--- src/rtl/counter_updown_mod.sv ---
// counter_updown_mod: parameterised up/down modulo counter with synchronous load,
// runtime inclusive upper limit, enable prescaler and wrap/saturate behaviour.
//
// Parameters
//   WIDTH     counter bit-width (>=1)
//   PRESCALE  enabled cycles per count step (>=1)
//   SATURATE  0 = wrap at limits, 1 = hold at limits
// Ports
//   clk         rising-edge clock
//   reset       synchronous reset, active high
//   enable      count enable; gates prescaler and stepping
//   dir         1 = count up, 0 = count down
//   load        synchronous load strobe (wins over stepping)
//   load_value  value loaded when load=1
//   max_value   inclusive upper limit, sampled every cycle
//   count       registered count value
//   wrap        registered 1-cycle pulse when a step crosses a limit
//   at_limit    registered: count==max_value (dir=1) or count==0 (dir=0)
module counter_updown_mod #(
  parameter int unsigned WIDTH    = 8,
  parameter int unsigned PRESCALE = 1,
  parameter bit          SATURATE = 1'b0
) (
  input  logic             clk,
  input  logic             reset,
  input  logic             enable,
  input  logic             dir,
  input  logic             load,
  input  logic [WIDTH-1:0] load_value,
  input  logic [WIDTH-1:0] max_value,
  output logic [WIDTH-1:0] count,
  output logic             wrap,
  output logic             at_limit
);

  localparam int unsigned PS_W = (PRESCALE > 1) ? $clog2(PRESCALE) : 1;
  localparam logic [PS_W-1:0] PS_LAST = PS_W'(PRESCALE - 1);

  logic [PS_W-1:0]  ps_q;
  logic [PS_W-1:0]  ps_d;
  logic [WIDTH-1:0] count_d;
  logic             wrap_d;
  logic             at_limit_d;
  logic             step;

  // A step fires on the last enabled cycle of each prescale period.
  assign step = enable && (ps_q == PS_LAST);

  // Next-state: load beats step; a held counter never pulses wrap.
  always_comb begin
    ps_d       = ps_q;
    count_d    = count;
    wrap_d     = 1'b0;
    at_limit_d = 1'b0;

    if (load) begin
      count_d = load_value;
      ps_d    = '0;
    end else if (enable) begin
      if (step) begin
        ps_d = '0;
        if (dir) begin
          if (count >= max_value) begin
            count_d = SATURATE ? count : '0;
            wrap_d  = 1'b1;
          end else begin
            count_d = count + WIDTH'(1);
          end
        end else begin
          // Zero check comes first so a saturating counter parks at 0.
          if (count == '0) begin
            count_d = SATURATE ? '0 : max_value;
            wrap_d  = 1'b1;
          end else if (count > max_value) begin
            count_d = max_value;
            wrap_d  = 1'b1;
          end else begin
            count_d = count - WIDTH'(1);
          end
        end
      end else begin
        ps_d = ps_q + PS_W'(1);
      end
    end

    // Limit flag tracks the value being registered and the current direction.
    at_limit_d = dir ? (count_d == max_value) : (count_d == '0);
  end

  // State and output registers.
  always_ff @(posedge clk) begin
    if (reset) begin
      ps_q     <= '0;
      count    <= '0;
      wrap     <= 1'b0;
      at_limit <= 1'b0;
    end else begin
      ps_q     <= ps_d;
      count    <= count_d;
      wrap     <= wrap_d;
      at_limit <= at_limit_d;
    end
  end

endmodule

--- config.mk ---
export PLATFORM = sky130hd
export DESIGN_NAME = counter_updown_mod
export DESIGN_NICKNAME = d
export VERILOG_FILES = /design/src/rtl/counter_updown_mod.sv
export SDC_FILE = /design/constraint.sdc
export NUM_CORES = 1
export LEC_CHECK = 0
export CAP_MARGIN = 10
export CORE_MARGIN = 3
export CORE_UTILIZATION = 45
export DETAILED_ROUTE_END_ITERATION = 10
export PLACE_DENSITY = 0.69
export SYNTH_ARGS = -nofsm -noshare
export SYNTH_HDL_FRONTEND = slang
export SYNTH_SLANG_ARGS = --single-unit
--- constraint.sdc ---
create_clock -name clk -period 5.28 [get_ports clk]
set_clock_uncertainty 0.05 [all_clocks]
set_input_delay 1.056 -clock clk [delete_from_list [all_inputs] [get_ports clk]]
set_output_delay 1.056 -clock clk [all_outputs]
set_load 0.005 [all_outputs]
### Word-level counts from Yosys, hierarchy flattened

Cells that the tools add are included.

| cells by class | value |
|---|---|
| add/sub/neg operators | 3 |
| multipliers | 0 |
| divide/modulo/power cells | 0 |
| magnitude comparators | 2 |
| equality and inequality tests | 1 |
| shifts and indexed selects | 0 |
| muxes and demuxes | 13 |
| bitwise gates (word level) | 3 |
| reduce and logical (&&, ||, !) cells | 5 |

Operators by type and width:

| cell | count |
|---|---|
| $mux W8 | 7 |
| $logic_not A8 Y1 | 2 |
| $add A8 B1 Y8 const B | 1 |
| $eq A8 B8 Y1 | 1 |
| $ge A8 B8 Y1 | 1 |
| $gt A8 B8 Y1 | 1 |
| $sub A8 B1 Y8 const B | 1 |
| $mux W1 | 6 |
| $reduce_or A4 Y1 | 1 |
| $not A1 Y1 | 3 |
| $reduce_or A2 Y1 | 1 |
| $add A1 B1 Y1 const B | 1 |
| $logic_and A1 B1 Y1 | 1 |

| word-level totals | value |
|---|---|
| bits in registers | 11 |
| bits in latches | 0 |
| RAM bits | 0 |
| memory bits (read-only) | 0 |
| bits of input ports | 21 |
| logic and storage cells | 31 |
| memories kept | 0 |

### Logic depth before layout (Yosys ltp)

Gate-level depths: netlist of run 1.

| depth | value |
|---|---|
| depth in word-level cells | 9 |
| gate-level depth with buffers | 13 |
| mapped depth without buffers | 12 |

### Least setup slack after synthesis of run 1

Ideal clock, no wire load.

| timing path | value |
|---|---|
| kind | input-to-reg |
| from | input port max_value[5] |
| to | register at_limit |
| setup time | 87 ps |
| data arrival time | 3427 ps |
| data required time | 5143 ps |
| slack | 1716 ps |
| stages | 13 |
| buffers on the path | 1 |
| cells stage by stage | inv_1 ha_1 a21oi_1 o21a_1 o21bai_1 and4b_4 buf_6 a221oi_2 nand2_1 a32o_1 nand4b_1 or4_1 o31ai_1 |

| on the way | value |
|---|---|
| cells in the longest elaborated chain, start to end | 9 |
| elaborated cells between the ends (all ways) | 12 |
| those cells by class | order compare (2); eq/ne (1); mux (8); reduce/logical (1) |

Ends and longest elaborated chain:

| element | line | text |
|---|---|---|
| from (decl) | 30 | `input logic [WIDTH-1:0] max_value,` |
| $gt A8 B8 Y1 | 74 | `end else if (count > max_value) begin` |
| $mux W8 | 74 |  |
| $mux W8 | 71 | `if (count == '0) begin` |
| $mux W8 | 62 | `if (dir) begin` |
| $mux W8 | 60 | `if (step) begin` |
| $mux W8 | 59 | `end else if (enable) begin` |
| $mux W8 | 56 | `if (load) begin` |
| $eq A8 B8 Y1 or $logic_not A8 Y1 (tied branches) | 87 | `at_limit_d = dir ? (count_d == max_value) : (count_d == '0);` |
| $mux W1 * | 87 |  |
| to (signal assigned) | 101 | `at_limit <= at_limit_d;` |
| to (decl) | 33 | `output logic at_limit` |

Mark *: on every way between the ends. The rest lies on a longest branch, timed or not.
A chain may end at the register's enable or synchronous reset.

### Final worst setup path of run 1

| timing path | value |
|---|---|
| from | input port max_value[1] |
| to | register at_limit |

Same word-level chain as after synthesis.

==> results.ini, run 1 <==
[final_layout]
finalInstanceArea_mm2=0.00181
seq_area_um2=220
multi_input_area_mm2=0.00117
final_nets=262
diodes=0
num-fill-cells=319
area_delta_synth_final_pct=22.2
drive_above_1_share=0.0480

[job]
cap_violations=0

[route]
wl_per_cell_um=17.3
drc=0
dr.pass1.iters=4
drt-initial-drc-count=126
wl_mm=4.72
viasPerCell=6.34
dr_total_vias=1730
ant_nets=0

[worst_setup_path]
rr_worst_depth=11
path_common_cell=nand4_1
arrival_ns=4.46
slowest_stage=clkdlybuf4s50_1
crit_type=input pin to flip-flop
cp-start-kind=input pin
cp_slowest_stage_delay_ns=0.61
worstSetupEndpointType=flip-flop
critPathRequiredTime_ns=5.42
rrSetupSlack_ns=1.84
crit_path_max_fanout=8
critical_path.cell_chain=clkdlybuf4s50_1 > inv_1 > ha_1 > nand4_1 > o21bai_1 > a31oi_1 > nand2_1 > nand4_1 > a32o_1 > nand4b_1 > or4_1 > o31ai_1

[place]
place_area_mm2=0.00179
hpwlAfterDp_mm=3.67
globalplace.congestion=0.972
portBuffers=30

[global_routing]
grt_use_total=0.249
grt_max_degree=24
grt_pass1_wl_mm=8.14
antenna_found_initial=0
grt_overflow=0
grt_pass1_vias=1652

[clock_tree]
postCtsSetupRepairBufs=0
root_buffer=clkbuf_4
cts_buffers=3
cts.sinks=11
cts_tree=yes
htree_levels=1
path_clk_slew_ns=0.07
cts-resized-gates=0
clk_latency_ns=0.27
hold_buffers=0
clockBufferDepth=2

[logic_synthesis]
muxShareOfSynthArea=0.00674
syn_area_per_cell_um2=7.24
synth_top_family_by_area=compound AO/OA/AOI/OAI gates
synth_top_area_share=0.148
synth-seq-cells=11
synth-seq-area-share=0.148
synth_commonest_cells=nor2_1, a21oi_1, nand2_1
synth_xor_xnor_area_share=0.0531
synth_area_leader_cell=dfxtp_1
ys_async_sr_fraction=0
synth-edff-count=0
synthTopCellsByArea=dfxtp_1, ha_1, a21oi_1, nor2_1, nand2_1
ys_warn_count=0
synth-compound-area-share=0.329
post-synth-top-count-cell=nor2_1
synth_cells=205
yosys.area_share.adder=0.0927
synth_nets=237
synthFlopType=dfxtp_1
netlist_area_mm2=0.00149
synthSimpleGateAreaFrac=0.307
synth_cell_types=55

[die]
initial_core_util=0.479
die-height_um=63.5
core_area_mm2=0.00310
row_count=20
io_pins=31
dieArea_mm2=0.00403
die_w_um=63.5

[min_path]
hold_class=flip-flop to flip-flop
whs_path_depth=1

[timing]
whs_ns=0.441
max_freq_mhz=231
rsz0062_at_grt=no
min_period_over_period=0.819
finalHoldViolations=0
slew-limit-headroom=0.481
fin_tns_setup_ns=0
fin_crit_ns=4.32
maxSlewViolCount=0
finalSetupViolCount=0
tightest_slew_ns=0.776

[pwr]
power.density_mw_per_mm2=181
power.total_uw=329
p_leak_uw=0.000682
vdd_drop_max_mv=0.159

[run_status]
status=finished, final reports clean

==> final timing paths <==
check	to	start
max reg2reg	at_limit	count[0]
min reg2reg	ps_q	ps_q
min	ps_q	ps_q
max	at_limit	max_value[1]
==> per-stage QoR <==
| step | setup WS (ns) | util | std cells |
|---|---|---|---|
| 3_5_place_dp | 0.713 | 0.576 | 269 |
| 2_1_floorplan | 1.72 | - | 205 |
| 5_1_grt | 0.720 | 0.585 | 273 |
| 3_3_place_gp | 0.801 | 0.576 | 269 |
| 4_1_cts | 1.01 | 0.585 | 273 |
| 6_report | 0.957 | 0.585 | 273 |
==> cell type report <==
type / count / area share
inverters: 11 / 0.0228
flip-flops and latches: 11 / 0.121
clock buffers: 4 / 0.0145
multi-input cells: 173 / 0.646
repair buffers: 30 / 0.166
well taps: 44 / 0.0303
==> sequential cells by signal, summed over array words and instances, names as in the netlist <==
| register | cells |
|---|---|
| wrap | 1 |
| ps_q | 1 |
| at_limit | 1 |
| count | 8 |
==> routing by layer <==
layer  vias to the layer above  GRT usage  wire length, um
met1                       813      0.316             2100
met2                        77      0.424             2240
met3                         6     0.0677              329
li1                        834          -                -
met5                         -          0                0
met4                         0     0.0458               48
==> cell families (layout without fill, tap and decap cells) <==
family                     Yosys count  after routing
muxes                                1              1
adders and majority gates           11             11
buffers and inverters               21             45
and+or+nand+nor                     84             84
DFF                                 11             11
AOI/OAI and AO/OA                   68             68
xor gates and xnor gates             9              9
==> power breakdown <==
part | switching [uW] | internal (uW) | leakage (uW)
Clock | 27.5 | 29.3 | 0.0000150
Combinational | 92.4 | 77.4 | 0.000577
Sequential | 14.3 | 88.3 | 0.0000906
Total | 134 | 195 | 0.000682
==> worst max-delay path, delay by kind of cell <==
| kind | cells | cell delay, ns |
|---|---|---|
| AND/OR/NAND/NOR | 5 | 1.22 |
| adder cells (fa/ha/maj) | 1 | 0.31 |
| AO/OA/AOI/OAI | 4 | 1.13 |
| buffers and inverters | 2 | 0.74 |
==> cell usage in the layout (no fill, tap or decap), types with 3 or more instances in the layout <==
cell	synthesis	layout
a21oi_1	19	19
a221oi_1	4	4
and3_1	4	4
clkbuf_4	0	3
clkdlybuf4s50_1	0	30
dfxtp_1	11	11
ha_1	11	11
inv_1	11	11
nand2_1	16	16
nand2b_1	4	4
nand3_1	6	6
nand4_1	5	5
nor2_1	20	20
nor2b_1	6	6
nor3_1	9	9
o21a_1	3	3
o21ai_0	7	7
o221ai_1	4	4
o22a_1	3	3
xnor2_1	5	5
xor2_1	4	4
(Power assumes the default switching activity.)
==> inputs of run 2 (changes only) <==
==> constraint.sdc (replaced) <==
create_clock -name clk -period 4.25 [get_ports clk]
set_clock_uncertainty 0.05 [all_clocks]
set_input_delay 0.85 -clock clk [delete_from_list [all_inputs] [get_ports clk]]
set_output_delay 0.85 -clock clk [all_outputs]
set_load 0.005 [all_outputs]
==> run 2 against run 1 <==
- worst hold slack improved by 0.0028 ns
- register-to-register slack got worse by 0.83 ns
- non-clock buffer count is 8 higher
- first-iteration DRC count decreased by 0.79%
- die area is the same
- critical path depth rose by 1
- core utilization up 1.9 points
- total power is 27% higher
- sequential share of layout area decreased by 0.39 points
- via count grew 1.8%
- clock power is 21% higher
- sequential power rose by 24%
==> results.ini, run 2 (same netlist as run 1, synthesis figures left out) <==
[route]
wl_met3_um=349  ; was 329 um
dr_total_vias=1761  ; was 1730
viasPerCell=6.27  ; was 6.34
dr.max_layer_used=met4  ; unchanged
route.met2.wl_mm=2.24  ; about the same
wl_mm=4.85  ; was 4.72 mm
dr.pass1.iters=4  ; unchanged
drt-initial-drc-count=125  ; was 126
wl_met1_mm=2.17  ; was 2.10 mm
wl_per_cell_um=17.3  ; about the same
drc=0  ; unchanged
ant_nets=0  ; unchanged

[die]
dieArea_mm2=0.00403  ; unchanged
io_pins=31  ; unchanged
die_w_um=63.5  ; unchanged
die-height_um=63.5  ; unchanged
core_area_mm2=0.00310  ; unchanged
row_count=20  ; unchanged
initial_core_util=0.479  ; unchanged

[clock_tree]
clockBufferDepth=2  ; unchanged
postCtsSetupRepairBufs=0  ; unchanged
hold_buffers=0  ; unchanged
htree_levels=1  ; unchanged
cts.sinks=11  ; unchanged
path_clk_slew_ns=0.06  ; was 0.07 ns
root_buffer=clkbuf_4  ; unchanged
clk_latency_ns=0.26  ; was 0.27 ns
cts_tree=yes  ; unchanged
cts_buffers=3  ; unchanged
cts-resized-gates=0  ; unchanged

[job]
cap_violations=0  ; unchanged

[worst_setup_path]
worstSetupEndpointType=flip-flop  ; unchanged
arrival_ns=4.00  ; was 4.46 ns
cp_slowest_stage_delay_ns=0.54  ; was 0.61 ns
path_common_cell=nand4b_1  ; was nand4_1
critPathRequiredTime_ns=4.38  ; was 5.42 ns
crit_path_max_fanout=6  ; was 8
critical_path.cell_chain=clkdlybuf4s50_1 > inv_1 > ha_1 > nand2_1 > o21a_1 > o21bai_1 > nand4b_1 > o22a_1 > nand4_1 > a32o_1 > nand4b_1 > or4_1 > o31ai_1  ; was clkdlybuf4s50_1 > inv_1 > ha_1 > nand4_1 > o21bai_1 > a31oi_1 > nand2_1 > nand4_1 > a32o_1 > nand4b_1 > or4_1 > o31ai_1
crit_type=input pin to flip-flop  ; unchanged
cp-start-kind=input pin  ; unchanged
slowest_stage=clkdlybuf4s50_1  ; unchanged
cp.buffers_inverters=2  ; unchanged
cpLargestDelayFamily=simple AND/OR/NAND/NOR gates  ; unchanged

[timing]
maxSlewViolCount=0  ; unchanged
slew-limit-headroom=0.482  ; was 0.481
min_period_over_period=0.910
finalHoldViolations=0  ; unchanged
fin_crit_ns=3.87
whs_ns=0.444  ; was 0.441 ns
rsz0062_at_grt=no  ; unchanged
finalSetupViolCount=0  ; unchanged
fin_tns_setup_ns=0  ; unchanged
tightest_slew_ns=0.776  ; about the same
max_freq_mhz=258

[final_layout]
mostFrequentLayoutCell=clkdlybuf4s50_1  ; unchanged
drive_above_1_share=0.0802  ; was 0.0480
final_nets=270  ; was 262
top_register=count  ; unchanged
mostFrequentLayoutCells=clkdlybuf4s50_1, nor2_1, a21oi_1  ; unchanged
area_delta_synth_final_pct=26.2  ; was 22.2%
finalInstanceArea_mm2=0.00187  ; was 0.00181 mm2
utilization=0.604  ; was 0.585
num-fill-cells=328  ; was 319
largest_reg_flops=8  ; unchanged
diodes=0  ; unchanged

[place]
portBuffers=30  ; unchanged
place_area_mm2=0.00185  ; was 0.00179 mm2
hpwlAfterDp_mm=3.82  ; was 3.67 mm
globalplace.congestion=1.03  ; was 0.972

[pwr]
power.total_uw=417  ; was 329 uW
switching_share=0.402  ; was 0.407
pwr-share-seq=0.306  ; was 0.312
pwr-share-comb=0.529  ; was 0.516
internal_power_uw=249  ; was 195 uW
power.share.clock=0.165  ; was 0.173
vdd_drop_max_mv=0.178  ; was 0.159 mV
power.density_mw_per_mm2=222  ; was 181 mW/mm2
p_leak_uw=0.000721  ; was 0.000682 uW
p_sw_uw=167  ; was 134 uW

[global_routing]
grt_max_degree=15  ; was 24
grt_pass1_vias=1705  ; was 1652
grt_use_total=0.253  ; was 0.249
antenna_found_initial=0  ; unchanged
grt_overflow=0  ; unchanged
grt_pass1_wl_mm=8.36  ; was 8.14 mm

[min_path]
hold_class=flip-flop to flip-flop  ; unchanged

[run_status]
status=finished, final reports clean  ; unchanged

run 2: cell count changes in the layout (fill, tap and decap cells not counted):
| cell | delta |
|---|---|
| buf_4 | +8 |
run 2: metal layers:
layer	global-route usage	vias up
li1	-	844
met1	0.345	822
met2	0.405	85
met3	0.0553	10
met4	0.0539	0
met5	0	-
run 2: final timing paths:
kind / start / end / slack [ns] / cells after the start
worst max register to register: count[0] / at_limit / 1.01 / 11
worst min register to register: ps_q / ps_q / 0.44 / 1
worst max-delay path: max_value[6] / at_limit / 0.38 / 13
worst min-delay path: ps_q / ps_q / 0.44 / 1
run 2: power groups by stage:
stage                     registers [uW]  logic [uW]  clock network (uW)
final                                128         220                68.7
after detailed placement             130         215                   0
after CTS                            128         217                72.0
after global routing                 129         242                81.8
after floorplan                      122         143                   0
after global placement               129         212                   0
run 2: layout make-up:
class                      count  area [um2]  share of cell area
timing repair buffer          38         360               0.192
tap                           44        55.1              0.0294
clock buffer                   4        26.3              0.0140
multi-input combinational    173        1170               0.625
sequential                    11         220               0.117
inverter                      11        41.3              0.0220
run 2: per-stage QoR:
stage               worst slack [ns]  std cells
CTS                            0.415        281
detailed placement             0.153        277
global route                   0.170        281
global placement               0.200        277
floorplan                      0.892        205
finish                         0.381        281
